<file path="src/rtl/module_display.sv">
// Four-digit multiplexed traffic countdown display with two-road lamp decode.
// Loads are converted to BCD serially and committed atomically; later Loads queue behind.
module module_display #(
  parameter int          SCAN_DIV  = 4,
  parameter int          BLINK_DIV = 5,
  parameter logic [7:0]  REDL      = 8'd1,
  parameter logic [7:0]  GREENL    = 8'd2,
  parameter logic [7:0]  YELLOWL   = 8'd3,
  parameter logic [7:0]  ONLINEL   = 8'd4
) (
  input  logic        clk,
  input  logic        rst,
  input  logic        Load,
  input  logic [15:0] MainTime,
  input  logic [15:0] SubTime,
  input  logic [7:0]  MainColor,
  input  logic [7:0]  SubColor,
  output logic [6:0]  seg,
  output logic [3:0]  an,
  output logic [2:0]  MainLed,
  output logic [2:0]  SubLed,
  output logic        Busy
);

  localparam int SW = (SCAN_DIV > 1) ? $clog2(SCAN_DIV) : 1;
  localparam int BW = (BLINK_DIV > 1) ? $clog2(BLINK_DIV) : 1;
  localparam logic [SW-1:0] SCAN_LAST  = SW'(SCAN_DIV - 1);
  localparam logic [BW-1:0] BLINK_LAST = BW'(BLINK_DIV - 1);

  typedef enum logic [1:0] {
    IDLE      = 2'd0,
    CONV_MAIN = 2'd1,
    CONV_SUB  = 2'd2,
    COMMIT    = 2'd3
  } state_t;

  function automatic logic [6:0] sat99(input logic [15:0] t);
    return (t > 16'd99) ? 7'd99 : t[6:0];
  endfunction

  // One double-dabble step on {tens, ones, remaining binary bits}.
  function automatic logic [14:0] dabble(input logic [14:0] s);
    logic [14:0] r;
    r = s;
    if (r[10:7] >= 4'd5) r[10:7] = r[10:7] + 4'd3;
    else                 r[10:7] = r[10:7];
    if (r[14:11] >= 4'd5) r[14:11] = r[14:11] + 4'd3;
    else                  r[14:11] = r[14:11];
    return {r[13:0], 1'b0};
  endfunction

  function automatic logic [6:0] seg_of(input logic [3:0] d, input logic blank);
    logic [6:0] p;
    case (d)
      4'd0:    p = 7'h40;
      4'd1:    p = 7'h79;
      4'd2:    p = 7'h24;
      4'd3:    p = 7'h30;
      4'd4:    p = 7'h19;
      4'd5:    p = 7'h12;
      4'd6:    p = 7'h02;
      4'd7:    p = 7'h78;
      4'd8:    p = 7'h00;
      4'd9:    p = 7'h10;
      default: p = 7'h7F;
    endcase
    return blank ? 7'h7F : p;
  endfunction

  function automatic logic [2:0] lamp(input logic [7:0] code, input logic phase);
    logic [2:0] l;
    case (code)
      REDL:    l = 3'b100;
      GREENL:  l = 3'b001;
      YELLOWL: l = 3'b010;
      ONLINEL: l = phase ? 3'b010 : 3'b000;
      default: l = 3'b000;
    endcase
    return l;
  endfunction

  state_t        state_q;
  logic          pending_q, busy_q;
  logic [2:0]    step_q;
  logic [14:0]   sh_q;
  logic [6:0]    work_sub_q, shd_main_q, shd_sub_q;
  logic [7:0]    work_mc_q, work_sc_q, shd_mc_q, shd_sc_q;
  logic [7:0]    main_bcd_q, sub_bcd_q, mcol_q, scol_q;
  logic [15:0]   disp_q;
  logic [SW-1:0] scan_cnt_q, scan_cnt_d;
  logic [1:0]    idx_q, idx_d;
  logic [BW-1:0] blink_cnt_q, blink_cnt_d;
  logic          blink_q, blink_d;
  logic [6:0]    seg_q, seg_d;
  logic [3:0]    an_q, an_d;
  logic [2:0]    mled_q, mled_d, sled_q, sled_d;
  logic [3:0]    dig_s;
  logic [14:0]   dab_s;

  // Free-running scan/blink next state and the display words they select.
  always_comb begin
    scan_cnt_d  = scan_cnt_q + SW'(1);
    idx_d       = idx_q;
    blink_cnt_d = blink_cnt_q + BW'(1);
    blink_d     = blink_q;
    if (scan_cnt_q == SCAN_LAST) begin
      scan_cnt_d = {SW{1'b0}};
      idx_d      = idx_q - 2'd1;
    end else begin
      idx_d      = idx_q;
    end
    if (blink_cnt_q == BLINK_LAST) begin
      blink_cnt_d = {BW{1'b0}};
      blink_d     = ~blink_q;
    end else begin
      blink_d     = blink_q;
    end
    dig_s  = disp_q[{idx_d, 2'b00} +: 4];
    seg_d  = seg_of(dig_s, idx_d[0] && (dig_s == 4'd0));
    an_d   = ~(4'b0001 << idx_d);
    mled_d = lamp(mcol_q, blink_d);
    sled_d = lamp(scol_q, blink_d);
    dab_s  = dabble(sh_q);
  end

  // Conversion FSM, load shadowing, committed display state and registered outputs.
  always_ff @(posedge clk) begin
    if (rst) begin
      state_q     <= IDLE;
      pending_q   <= 1'b0;
      busy_q      <= 1'b0;
      step_q      <= 3'd0;
      sh_q        <= 15'd0;
      work_sub_q  <= 7'd0;
      work_mc_q   <= 8'd0;
      work_sc_q   <= 8'd0;
      shd_main_q  <= 7'd0;
      shd_sub_q   <= 7'd0;
      shd_mc_q    <= 8'd0;
      shd_sc_q    <= 8'd0;
      main_bcd_q  <= 8'd0;
      sub_bcd_q   <= 8'd0;
      disp_q      <= 16'd0;
      mcol_q      <= 8'd0;
      scol_q      <= 8'd0;
      scan_cnt_q  <= {SW{1'b0}};
      idx_q       <= 2'd3;
      blink_cnt_q <= {BW{1'b0}};
      blink_q     <= 1'b0;
      seg_q       <= 7'h7F;
      an_q        <= 4'b0111;
      mled_q      <= 3'b000;
      sled_q      <= 3'b000;
    end else begin
      scan_cnt_q  <= scan_cnt_d;
      idx_q       <= idx_d;
      blink_cnt_q <= blink_cnt_d;
      blink_q     <= blink_d;
      seg_q       <= seg_d;
      an_q        <= an_d;
      mled_q      <= mled_d;
      sled_q      <= sled_d;

      // Only the most recent Load during a conversion survives in the shadow.
      if (Load && ((state_q == CONV_MAIN) || (state_q == CONV_SUB))) begin
        shd_main_q <= sat99(MainTime);
        shd_sub_q  <= sat99(SubTime);
        shd_mc_q   <= MainColor;
        shd_sc_q   <= SubColor;
        pending_q  <= 1'b1;
      end

      case (state_q)
        IDLE: begin
          if (Load) begin
            sh_q       <= {8'd0, sat99(MainTime)};
            work_sub_q <= sat99(SubTime);
            work_mc_q  <= MainColor;
            work_sc_q  <= SubColor;
            step_q     <= 3'd0;
            state_q    <= CONV_MAIN;
            busy_q     <= 1'b1;
          end else begin
            busy_q     <= 1'b0;
          end
        end
        CONV_MAIN: begin
          busy_q <= 1'b1;
          if (step_q == 3'd6) begin
            main_bcd_q <= dab_s[14:7];
            sh_q       <= {8'd0, work_sub_q};
            step_q     <= 3'd0;
            state_q    <= CONV_SUB;
          end else begin
            sh_q       <= dab_s;
            step_q     <= step_q + 3'd1;
          end
        end
        CONV_SUB: begin
          busy_q <= 1'b1;
          if (step_q == 3'd6) begin
            sub_bcd_q <= dab_s[14:7];
            step_q    <= 3'd0;
            state_q   <= COMMIT;
          end else begin
            sh_q      <= dab_s;
            step_q    <= step_q + 3'd1;
          end
        end
        COMMIT: begin
          disp_q <= {main_bcd_q, sub_bcd_q};
          mcol_q <= work_mc_q;
          scol_q <= work_sc_q;
          step_q <= 3'd0;
          // A Load landing on this cycle is newer than any shadow, so it goes next.
          if (Load) begin
            sh_q       <= {8'd0, sat99(MainTime)};
            work_sub_q <= sat99(SubTime);
            work_mc_q  <= MainColor;
            work_sc_q  <= SubColor;
            pending_q  <= 1'b0;
            state_q    <= CONV_MAIN;
            busy_q     <= 1'b1;
          end else if (pending_q) begin
            sh_q       <= {8'd0, shd_main_q};
            work_sub_q <= shd_sub_q;
            work_mc_q  <= shd_mc_q;
            work_sc_q  <= shd_sc_q;
            pending_q  <= 1'b0;
            state_q    <= CONV_MAIN;
            busy_q     <= 1'b1;
          end else begin
            state_q    <= IDLE;
            busy_q     <= 1'b0;
          end
        end
        default: begin
          state_q   <= IDLE;
          pending_q <= 1'b0;
          busy_q    <= 1'b0;
        end
      endcase
    end
  end

  assign seg     = seg_q;
  assign an      = an_q;
  assign MainLed = mled_q;
  assign SubLed  = sled_q;
  assign Busy    = busy_q;

endmodule

</file>
<file path="config.mk">
export PLATFORM = sky130hd
export DESIGN_NAME = module_display
export DESIGN_NICKNAME = d
export VERILOG_FILES = /design/src/rtl/module_display.sv
export SDC_FILE = /design/constraint.sdc
export NUM_CORES = 1
export LEC_CHECK = 0
export BUFFER_PORTS_ARGS = -buffer_cell sky130_fd_sc_hd__buf_2
export CORE_MARGIN = 4
export CORE_UTILIZATION = 63
export CTS_CLUSTER_SIZE = 28
export DETAILED_ROUTE_END_ITERATION = 8
export PLACE_DENSITY = 0.85
export SLEW_MARGIN = 20
export SYNTH_ARGS = -nofsm -noshare
export SYNTH_HDL_FRONTEND = slang
export SYNTH_SLANG_ARGS = --single-unit
export TNS_END_PERCENT = 100
</file>
<file path="constraint.sdc">
create_clock -name clk -period 3.7 [get_ports clk]
set_input_delay 0.185 -clock clk [delete_from_list [all_inputs] [get_ports clk]]
set_output_delay 0.185 -clock clk [all_outputs]
set_load 0.02 [all_outputs]
</file>
==> results of run 1 <==
## sequential cells by signal (all words and copies together), names as in the netlist, 4 cells and up
register,count
scol_q,8
shd_mc_q,8
shd_sub_q,7
sub_bcd_q,8
seg,7
sh_q,15
mcol_q,8
work_mc_q,8
disp_q,16
shd_sc_q,8
shd_main_q,7
an,4
main_bcd_q,8
work_sub_q,7
work_sc_q,8
## cell families after synthesis
kind of cell / after synthesis / share of synthesized area
buffers and inverters: 69 / 0.0431
flip-flops: 148 / 0.470
AND/OR/NAND/NOR: 306 / 0.216
adder cells (fa/ha/maj): 17 / 0.0338
multiplexers: 39 / 0.0620
XOR/XNOR: 4 / 0.00675
AO/OA/AOI/OAI: 149 / 0.168
## routing by layer
layer,up-vias,wire length [um],global-route usage
li1,2691,-,-
met1,2634,6060,0.312
met2,226,7580,0.460
met3,37,1030,0.0645
met4,0,330,0.111
met5,-,0,0
## worst paths after layout
path	slack, ns	from	cells past startpoint	endpoint
worst max-delay path	0.95	scan_cnt_q[0]	9	seg[3]
worst min-delay path	0.03	MainTime[2]	3	sh_q[2]
worst max register to register	0.95	scan_cnt_q[0]	9	seg[3]
worst min register to register	0.44	scan_cnt_q[0]	1	scan_cnt_q[0]
## final cells by class
| class | instances | area share |
|---|---|---|
| Clock buffer | 24 | 0.0645 |
| Clock inverter | 8 | 0.0101 |
| Inverter | 23 | 0.0116 |
| Multi-Input combinational cell | 515 | 0.413 |
| Sequential cell | 148 | 0.398 |
| Tap cell | 133 | 0.0224 |
| Timing Repair Buffer | 95 | 0.0807 |
## worst max-delay path: stages, from the launching register on
cell and delay, ns:
dfxtp_1 0.34, ha_1 0.40, nand2b_1 0.23, o21a_1 0.19, o221ai_1 0.25, ha_1 0.31
nand2b_1 0.09, o32ai_1 0.09, or3_4 0.37, o32a_1 0.36
## repair_timing
action / CTS / global route
endpoints found under the hold margin: 38 / 0
setup buffers: 0 / 0
endpoints found under the setup margin: 0 / 0
hold buffers: 22 / 0
## power by group through the flow
stage	clock network, mW	logic [mW]	registers (mW)
detailed placement	0	1.12	2.00
global route	1.70	1.31	2.00
floorplan	0	0.859	1.98
global placement	0	1.08	1.98
finish	1.59	1.18	1.97
CTS	1.60	1.16	1.97
## synthesized netlist by cell type, drive strengths merged (3+ instances only)
master   count
nor3b        4
mux2i       39
xnor2        3
nand2b      11
ha          17
or3          4
nor3        17
and2         3
a222oi       5
a221oi       5
a211oi      16
o32a         4
a2bb2oi      3
nand2      115
o21bai       6
a311oi      21
nand3b       5
clkbuf      37
buf          9
inv         23
nor2       120
o21ai       10
nand3        4
nand4b       3
dfxtp      148
nor4         5
nor4b        4
a21oi       52
a22oi        7
==> flow_summary.json, run 1 <==
{
  "antenna_found_initial": 0,
  "path_clk_slew_ns": 0.06,
  "finalSetupViolCount": 0,
  "core-area_sq_um": 9770,
  "finalWorstSetupSlack_ns": 0.949,
  "synth_enable_flop_cells": 0,
  "cp-start-kind": "flip-flop",
  "syn_area_sq_um": 6300,
  "hold_ws_ns": 0.0348,
  "cts_root_buf": "clkbuf_8",
  "tritoncts": "yes",
  "ff_latch_area_sq_um": 2960,
  "design.die.area_sq_um": 11700,
  "drtIter0Drc": 505,
  "multiInputGateArea_sq_um": 3070,
  "relSlewSlack": 0.314,
  "p_seq_frac": 0.416,
  "wl_per_cell_um": 15.9,
  "port_buffers": 68,
  "dp_hpwl_mm": 9.05,
  "finish.instance_area_sq_um": 7440,
  "clk_path_buf_depth": 2,
  "synth_nets": 800,
  "placed_cell_area_sq_um": 6670,
  "fin_util": 0.762,
  "drv_cap": 0,
  "clock_latency_ns": 0.53,
  "clkPwrFrac": 0.336,
  "fin_skew_ns": 0.00886,
  "syn2layout_area_growth_pct": 18.1,
  "rsz0062_at_grt": "false",
  "ys_seq_elements": 148,
  "place_inst": 892,
  "grt_max_degree": 104,
  "syn_avg_cell_area_sq_um": 8.61,
  "wirelength_mm": 15.0,
  "via_per_inst": 5.91,
  "drive_gt1_frac": 0.139,
  "antenna_cells": 0,
  "ys_seq_area_frac": 0.470,
  "outcome": "finished clean",
  "p_leak_nw": 2.89,
  "drc_errors": 0,
  "critPathKind": "reg -> reg",
  "cts_resized": 0,
  "die_y_um": 108,
  "tns_ns": 0,
  "first_global_vias": 5414,
  "gr-total-overflow": 0,
  "hold_violations": 0,
  "fmaxAchievable_mhz": 363,
  "ios": 69,
  "vias": 5588,
  "synth_top_area_frac": 0.470,
  "timing.final.crit_share": 0.744,
  "layout.cells.non_filler": 946,
  "fin_nets": 868,
  "p_comb_frac": 0.249,
  "grt_usage": 0.264,
  "p_sw_mw": 1.53,
  "synth_area_leaders": "dfxtp_1 (47%), nor2_1 (7.1%), nand2_1 (6.9%)",
  "cp.required_ns": 4.11,
  "irDropWorstVdd_v": 0.000487,
  "final_common_cell": "dfxtp_1",
  "ant_nets": 0,
  "ys_types": 57,
  "layout_common_cells": "dfxtp_1 (148), nor2_1 (119), nand2_1 (115)",
  "routabilityCongestion": 0.841,
  "worst_slew_pin_slew_ns": 1.03,
  "first_pass_iters": 5,
  "slew_viol_final": 0,
  "path_max_fanout": 8,
  "synthCells": 732,
  "grt_pass1_wl_mm": 24.7,
  "period_minus_slack_ns": 2.75,
  "num_rows": 36,
  "start_util": 0.645,
  "arrival_ns": 3.16,
  "die_x_um": 108,
  "post-place-ws_ns": 0.980,
  "p_total_mw": 4.75,
  "p_int_mw": 3.22,
  "yosysTopAreaCell": "dfxtp_1",
  "ys_warn_count": 0,
  "postSynth.asyncResetShare": 0,
  "yosys_most_used_dff": "dfxtp_1",
  "cts.sinks": 148,
  "cts_buffers": 17,
  "crit_path_end_kind": "flip-flop",
  "sw_frac_of_total": 0.321,
  "filler_cell_count": 665,
  "htreeDepth": 4,
  "hold_path.class": "in -> reg",
  "power_density_nw_per_um2": 638
}
(Power assumes the default switching activity.)
==> inputs of run 2 (changes only) <==
Settings changed: ABC_AREA from default to 1, CORE_UTILIZATION 63 to 53, PLACE_DENSITY 0.85 to 0.76.
Clock period 3.7 ns to 2.4 ns, I/O delays scaled along.
==> run 2 against run 1 <==
Flip-flop and latch count unchanged. Clock skew decreased by 0.0015 ns. Wire length decreased by 5.1%. Worst setup slack got worse by 0.64 ns. Worst hold slack got worse by 0.0021 ns. First-iteration DRC count increased by 1.6%. Synthesized cell count increased by 19%. Sequential power increased by 64%. Global-route usage decreased by 5.2 points. Die area increased by 18%. Sequential share of layout area decreased by 1.0 points. Largest power group unchanged.
==> flow_summary.json, run 2 <==
{
  "place_inst": 1060,
  "finalWorstSetupSlack_ns": 0.307,
  "hold_path_depth": 3,
  "routabilityCongestion": 0.794,
  "htreeDepth": 4,
  "via_per_inst": 5.23,
  "cts_root_buf": "clkbuf_16",
  "ios": 69,
  "hold_violations": 0,
  "power_density_nw_per_um2": 1070,
  "path_max_fanout": 7,
  "first_pass_iters": 5,
  "antenna_found_initial": 0,
  "period_minus_slack_ns": 2.09,
  "synth_most_common_cell": "nand2_1",
  "dp_hpwl_mm": 9.13,
  "yosysTopAreaCell": "dfxtp_1",
  "fin_skew_ns": 0.00734,
  "synthTopCellsByCount": "nand2_1 (157), dfxtp_1 (148), nor2_1 (131)",
  "design.die.area_sq_um": 13800,
  "p_int_mw": 5.51,
  "clock_latency_ns": 0.41,
  "antenna_cells": 0,
  "slew_viol_final": 0,
  "drc_errors": 0,
  "placed_cell_area_sq_um": 6830,
  "ys_warn_count": 0,
  "r2r_cells": 13,
  "relSlewSlack": 0.576,
  "syn_area_sq_um": 6350,
  "largest_register_ffs": 16,
  "timing.final.crit_share": 0.872,
  "final_common_cell": "nand2_1",
  "drv_cap": 0,
  "finalSetupViolCount": 0,
  "clk_path_buf_depth": 2,
  "cp.required_ns": 2.69,
  "path_clk_slew_ns": 0.06,
  "tritoncts": "yes",
  "outcome": "finished clean",
  "fin_nets": 1021,
  "layout.cells.non_filler": 1108,
  "ys_types": 34,
  "synth_area_leaders": "dfxtp_1 (47%), nand2_1 (9.3%), o21ai_0 (8.4%)",
  "wl_per_cell_um": 12.9,
  "tns_ns": 0,
  "p_total_mw": 8.18,
  "drive_gt1_frac": 0.138,
  "post-place-ws_ns": 0.212,
  "syn_avg_cell_area_sq_um": 7.27,
  "synthCells": 874,
  "num_rows": 39,
  "sw_frac_of_total": 0.327,
  "first_global_vias": 5410,
  "arrival_ns": 2.38,
  "worst_slew_pin_slew_ns": 0.635,
  "grt_max_degree": 76,
  "port_buffers": 68,
  "die_x_um": 117,
  "p_comb_frac": 0.264,
  "p_leak_nw": 3.57,
  "p_seq_frac": 0.396,
  "die_y_um": 117,
  "grt_pass1_wl_mm": 24.7,
  "cts_buffers": 17,
  "yosys_most_used_dff": "dfxtp_1",
  "wirelength_mm": 14.2,
  "critPathKind": "reg -> reg",
  "gr-total-overflow": 0,
  "irDropWorstVdd_v": 0.000545,
  "grt_usage": 0.213,
  "ant_nets": 0,
  "cp-start-kind": "flip-flop",
  "regMostFlops": "disp_q",
  "layout_common_cells": "nand2_1 (156), dfxtp_1 (148), nor2_1 (131)",
  "ys_seq_area_frac": 0.466,
  "hold_path.class": "in -> reg",
  "fmaxAchievable_mhz": 478,
  "start_util": 0.549,
  "rsz0062_at_grt": "false",
  "hold_ws_ns": 0.0328,
  "vias": 5792,
  "synth_top_area_frac": 0.466,
  "ys_seq_elements": 148,
  "drtIter0Drc": 513,
  "fin_util": 0.661,
  "crit_path_end_kind": "flip-flop",
  "reg.largest.list": "disp_q: 16 flops, sh_q: 15 flops",
  "r2r_setup_slack_ns": 0.31,
  "postSynth.asyncResetShare": 0,
  "synth_enable_flop_cells": 0,
  "cts_setup_buffers": 0,
  "cts.sinks": 148,
  "synth_nets": 942,
  "syn2layout_area_growth_pct": 20.3,
  "p_sw_mw": 2.67,
  "core-area_sq_um": 11600,
  "clkPwrFrac": 0.340,
  "finish.instance_area_sq_um": 7640
}
[run 2: layout make-up]
type                       count  area, sq um
sequential                   148         2960
clock inverter                 7          119
clock buffer                  24          512
multi-input combinational    591         2880
fill                        1031         3930
inverter                      97          367
tap                          143          179
timing repair buffer          98          621
[run 2: timing repair]
item	in CTS	in global routing
gates resized for setup	0	3
hold endpoints to repair	31	0
setup endpoints to repair	0	7
hold buffers	17	0
[run 2: worst paths after layout]
kind,start,to
worst min register to register,scan_cnt_q[0],scan_cnt_q[0]
worst max-delay path,scan_cnt_q[0],seg[1]
worst max register to register,scan_cnt_q[0],seg[1]
worst min-delay path,SubColor[1],shd_sc_q[1]
[run 2: cell families after synthesis]
group / after synthesis / share of synthesized area
simple gates: 347 / 0.224
fa+ha+maj: 17 / 0.0335
buf+inv: 135 / 0.0817
compound gates: 222 / 0.187
xor+xnor: 5 / 0.00690
flops: 148 / 0.466
[run 2: critical path: stages, from the launching register on]
cell     delay (ns)
dfxtp_1        0.34
ha_2           0.23
nand2_1        0.11
nand2_1        0.08
nand2_1        0.13
inv_2          0.13
nand2_1        0.07
nand2_2        0.11
inv_1          0.09
ha_1           0.21
inv_1          0.06
nor2_1         0.06
a21oi_4        0.23
nand3_1        0.11
[run 2: power groups by stage]
stage / clock (mW) / sequential [mW] / combinational (mW)
2_1_floorplan: 0 / 3.29 / 1.56
3_3_place_gp: 0 / 3.27 / 2.08
3_5_place_dp: 0 / 3.28 / 2.11
4_1_cts: 2.81 / 3.24 / 2.16
5_1_grt: 2.92 / 3.30 / 2.48
6_report: 2.78 / 3.24 / 2.16
[run 2: metal layers]
| layer | global-route usage | share of wire |
|---|---|---|
| met5 | 0 | 0 |
| met3 | 0.0476 | 0.052 |
| met1 | 0.269 | 0.45 |
| met4 | 0.0718 | 0.016 |
| met2 | 0.361 | 0.48 |
==> inputs of run 3 (changes only) <==
Settings changed: CAP_MARGIN from default to 20, GPL_TIMING_DRIVEN from default to 0, PLACE_DENSITY 0.76 to 0.8.
==> run 3 against run 2 <==
Flip-flop and latch count is the same. Cell area up 0.79%. Utilization increased by 0.52 points. Register-to-register slack worse by 0.03 ns. First-iteration DRC count shrank 25%. Global-route usage increased by 1.7 points. Non-clock buffer count rose by 24.
==> flow_summary.json, run 3 (same netlist as run 2, synthesis figures left out) <==
{
  "outcome": "finished clean",
  "worst_slew_pin_slew_ns": 0.793,
  "drtIter0Drc": 387,
  "grt_max_degree": 17,
  "drv_cap": 0,
  "hold_path.class": "in -> reg",
  "cp-start-kind": "flip-flop",
  "grt_pass1_wl_mm": 26.0,
  "port_buffers": 68,
  "dp_hpwl_mm": 10.8,
  "post-place-ws_ns": 0.174,
  "first_global_vias": 5642,
  "core-area_sq_um": 11600,
  "fmaxAchievable_mhz": 472,
  "first_pass_iters": 7,
  "drc_errors": 0,
  "cts_setup_buffers": 0,
  "layout_common_cells": "nand2_1 (156), dfxtp_1 (148), nor2_1 (131)",
  "wirelength_mm": 15.7,
  "crit_path_end_kind": "flip-flop",
  "reg.largest.list": "disp_q: 16 flops, sh_q: 15 flops",
  "arrival_ns": 2.43,
  "htreeDepth": 4,
  "cts_buffers": 17,
  "timing.final.crit_share": 0.884,
  "wl_per_cell_um": 13.9,
  "ff_latch_area_sq_um": 2960,
  "die_y_um": 117,
  "start_util": 0.549,
  "critPathKind": "reg -> reg",
  "cts_root_buf": "clkbuf_16",
  "irDropWorstVdd_v": 0.000570,
  "ios": 69,
  "antenna_cells": 0,
  "antenna_found_initial": 0,
  "via_per_inst": 5.33,
  "cp.required_ns": 2.71,
  "layout.cells.non_filler": 1133,
  "drive_gt1_frac": 0.127,
  "die_x_um": 117,
  "place_inst": 1085,
  "p_total_mw": 8.41,
  "largest_register_ffs": 16,
  "p_leak_nw": 3.57,
  "routabilityCongestion": 0.845,
  "tritoncts": "yes",
  "finish.instance_area_sq_um": 7700,
  "placed_cell_area_sq_um": 6870,
  "fin_util": 0.666,
  "power_density_nw_per_um2": 1090,
  "multiInputGateArea_sq_um": 2880,
  "grt_usage": 0.230,
  "fin_nets": 1045,
  "slew_viol_final": 0,
  "clock_latency_ns": 0.42,
  "path_max_fanout": 6,
  "vias": 6039,
  "finalWorstSetupSlack_ns": 0.279,
  "hold_ws_ns": 0.0240,
  "hold_violations": 0,
  "regMostFlops": "disp_q",
  "finalSetupViolCount": 0,
  "design.die.area_sq_um": 13800,
  "ant_nets": 0,
  "final_common_cell": "nand2_1",
  "rsz0062_at_grt": "false",
  "fin_skew_ns": 0.00507,
  "period_minus_slack_ns": 2.12,
  "path_clk_slew_ns": 0.06,
  "tns_ns": 0,
  "relSlewSlack": 0.471,
  "gr-total-overflow": 0,
  "cts.sinks": 148,
  "filler_cell_count": 975,
  "num_rows": 39,
  "syn2layout_area_growth_pct": 21.2,
  "clk_path_buf_depth": 2
}
## run 3: changes by cell type in the layout (fill, tap and decap cells not counted), sizes merged
cell         before  now
clkbuf           24   50
inv              96   97
clkinv            3    5
dlygate4sd3      17   16
buf              81   76
bufinv            3    5
## run 3: worst max-delay path, cell delays in order, from the launching register on
cell and delay [ns]:
dfxtp_1 0.34, ha_2 0.24, nand2_1 0.12, nand2_1 0.08, nand2_1 0.13, inv_2 0.13, nand2_1 0.07, nand2_2 0.11
inv_1 0.09, ha_1 0.20, nand3b_1 0.19, nand2_1 0.10, nor2_1 0.04, nor2_1 0.10, nand2_1 0.06
## run 3: worst paths after layout
path                       from       endpoint  slack [ns]  depth (start not counted)
setup reg to reg  scan_cnt_q[0]         seg[0]        0.28                         14
hold reg to reg        idx_q[1]          an[2]        0.43                          1
setup / recovery  scan_cnt_q[0]         seg[0]        0.28                         14
hold / removal      MainTime[1]  shd_main_q[1]        0.02                          5
## run 3: cell type report
cell class	instances	area share
tap	143	0.0232
buffer	38	0.0198
timing repair buffer	84	0.0650
inverter	97	0.0476
sequential	148	0.385
clock buffer	20	0.0593
multi-input combinational	591	0.374
clock inverter	12	0.0262
## run 3: layer usage
layer	vias up	share of wire	track usage
met5	-	0	0
met4	0	0.022	0.110
met3	30	0.060	0.0490
met2	197	0.48	0.376
met1	2777	0.44	0.290
li1	3035	-	-
## run 3: timing repair
action | 4_1_cts | 5_1_grt
hold endpoints to repair | 32 | 0
gates resized for setup | 0 | 3
hold buffers | 16 | 0
endpoints found under the setup margin | 0 | 7
## run 3: where the power goes
part	total [mW]	internal [mW]	switching, mW
Combinational	2.23	0.732	1.49
Clock	2.92	1.90	1.02
Sequential	3.27	2.98	0.283
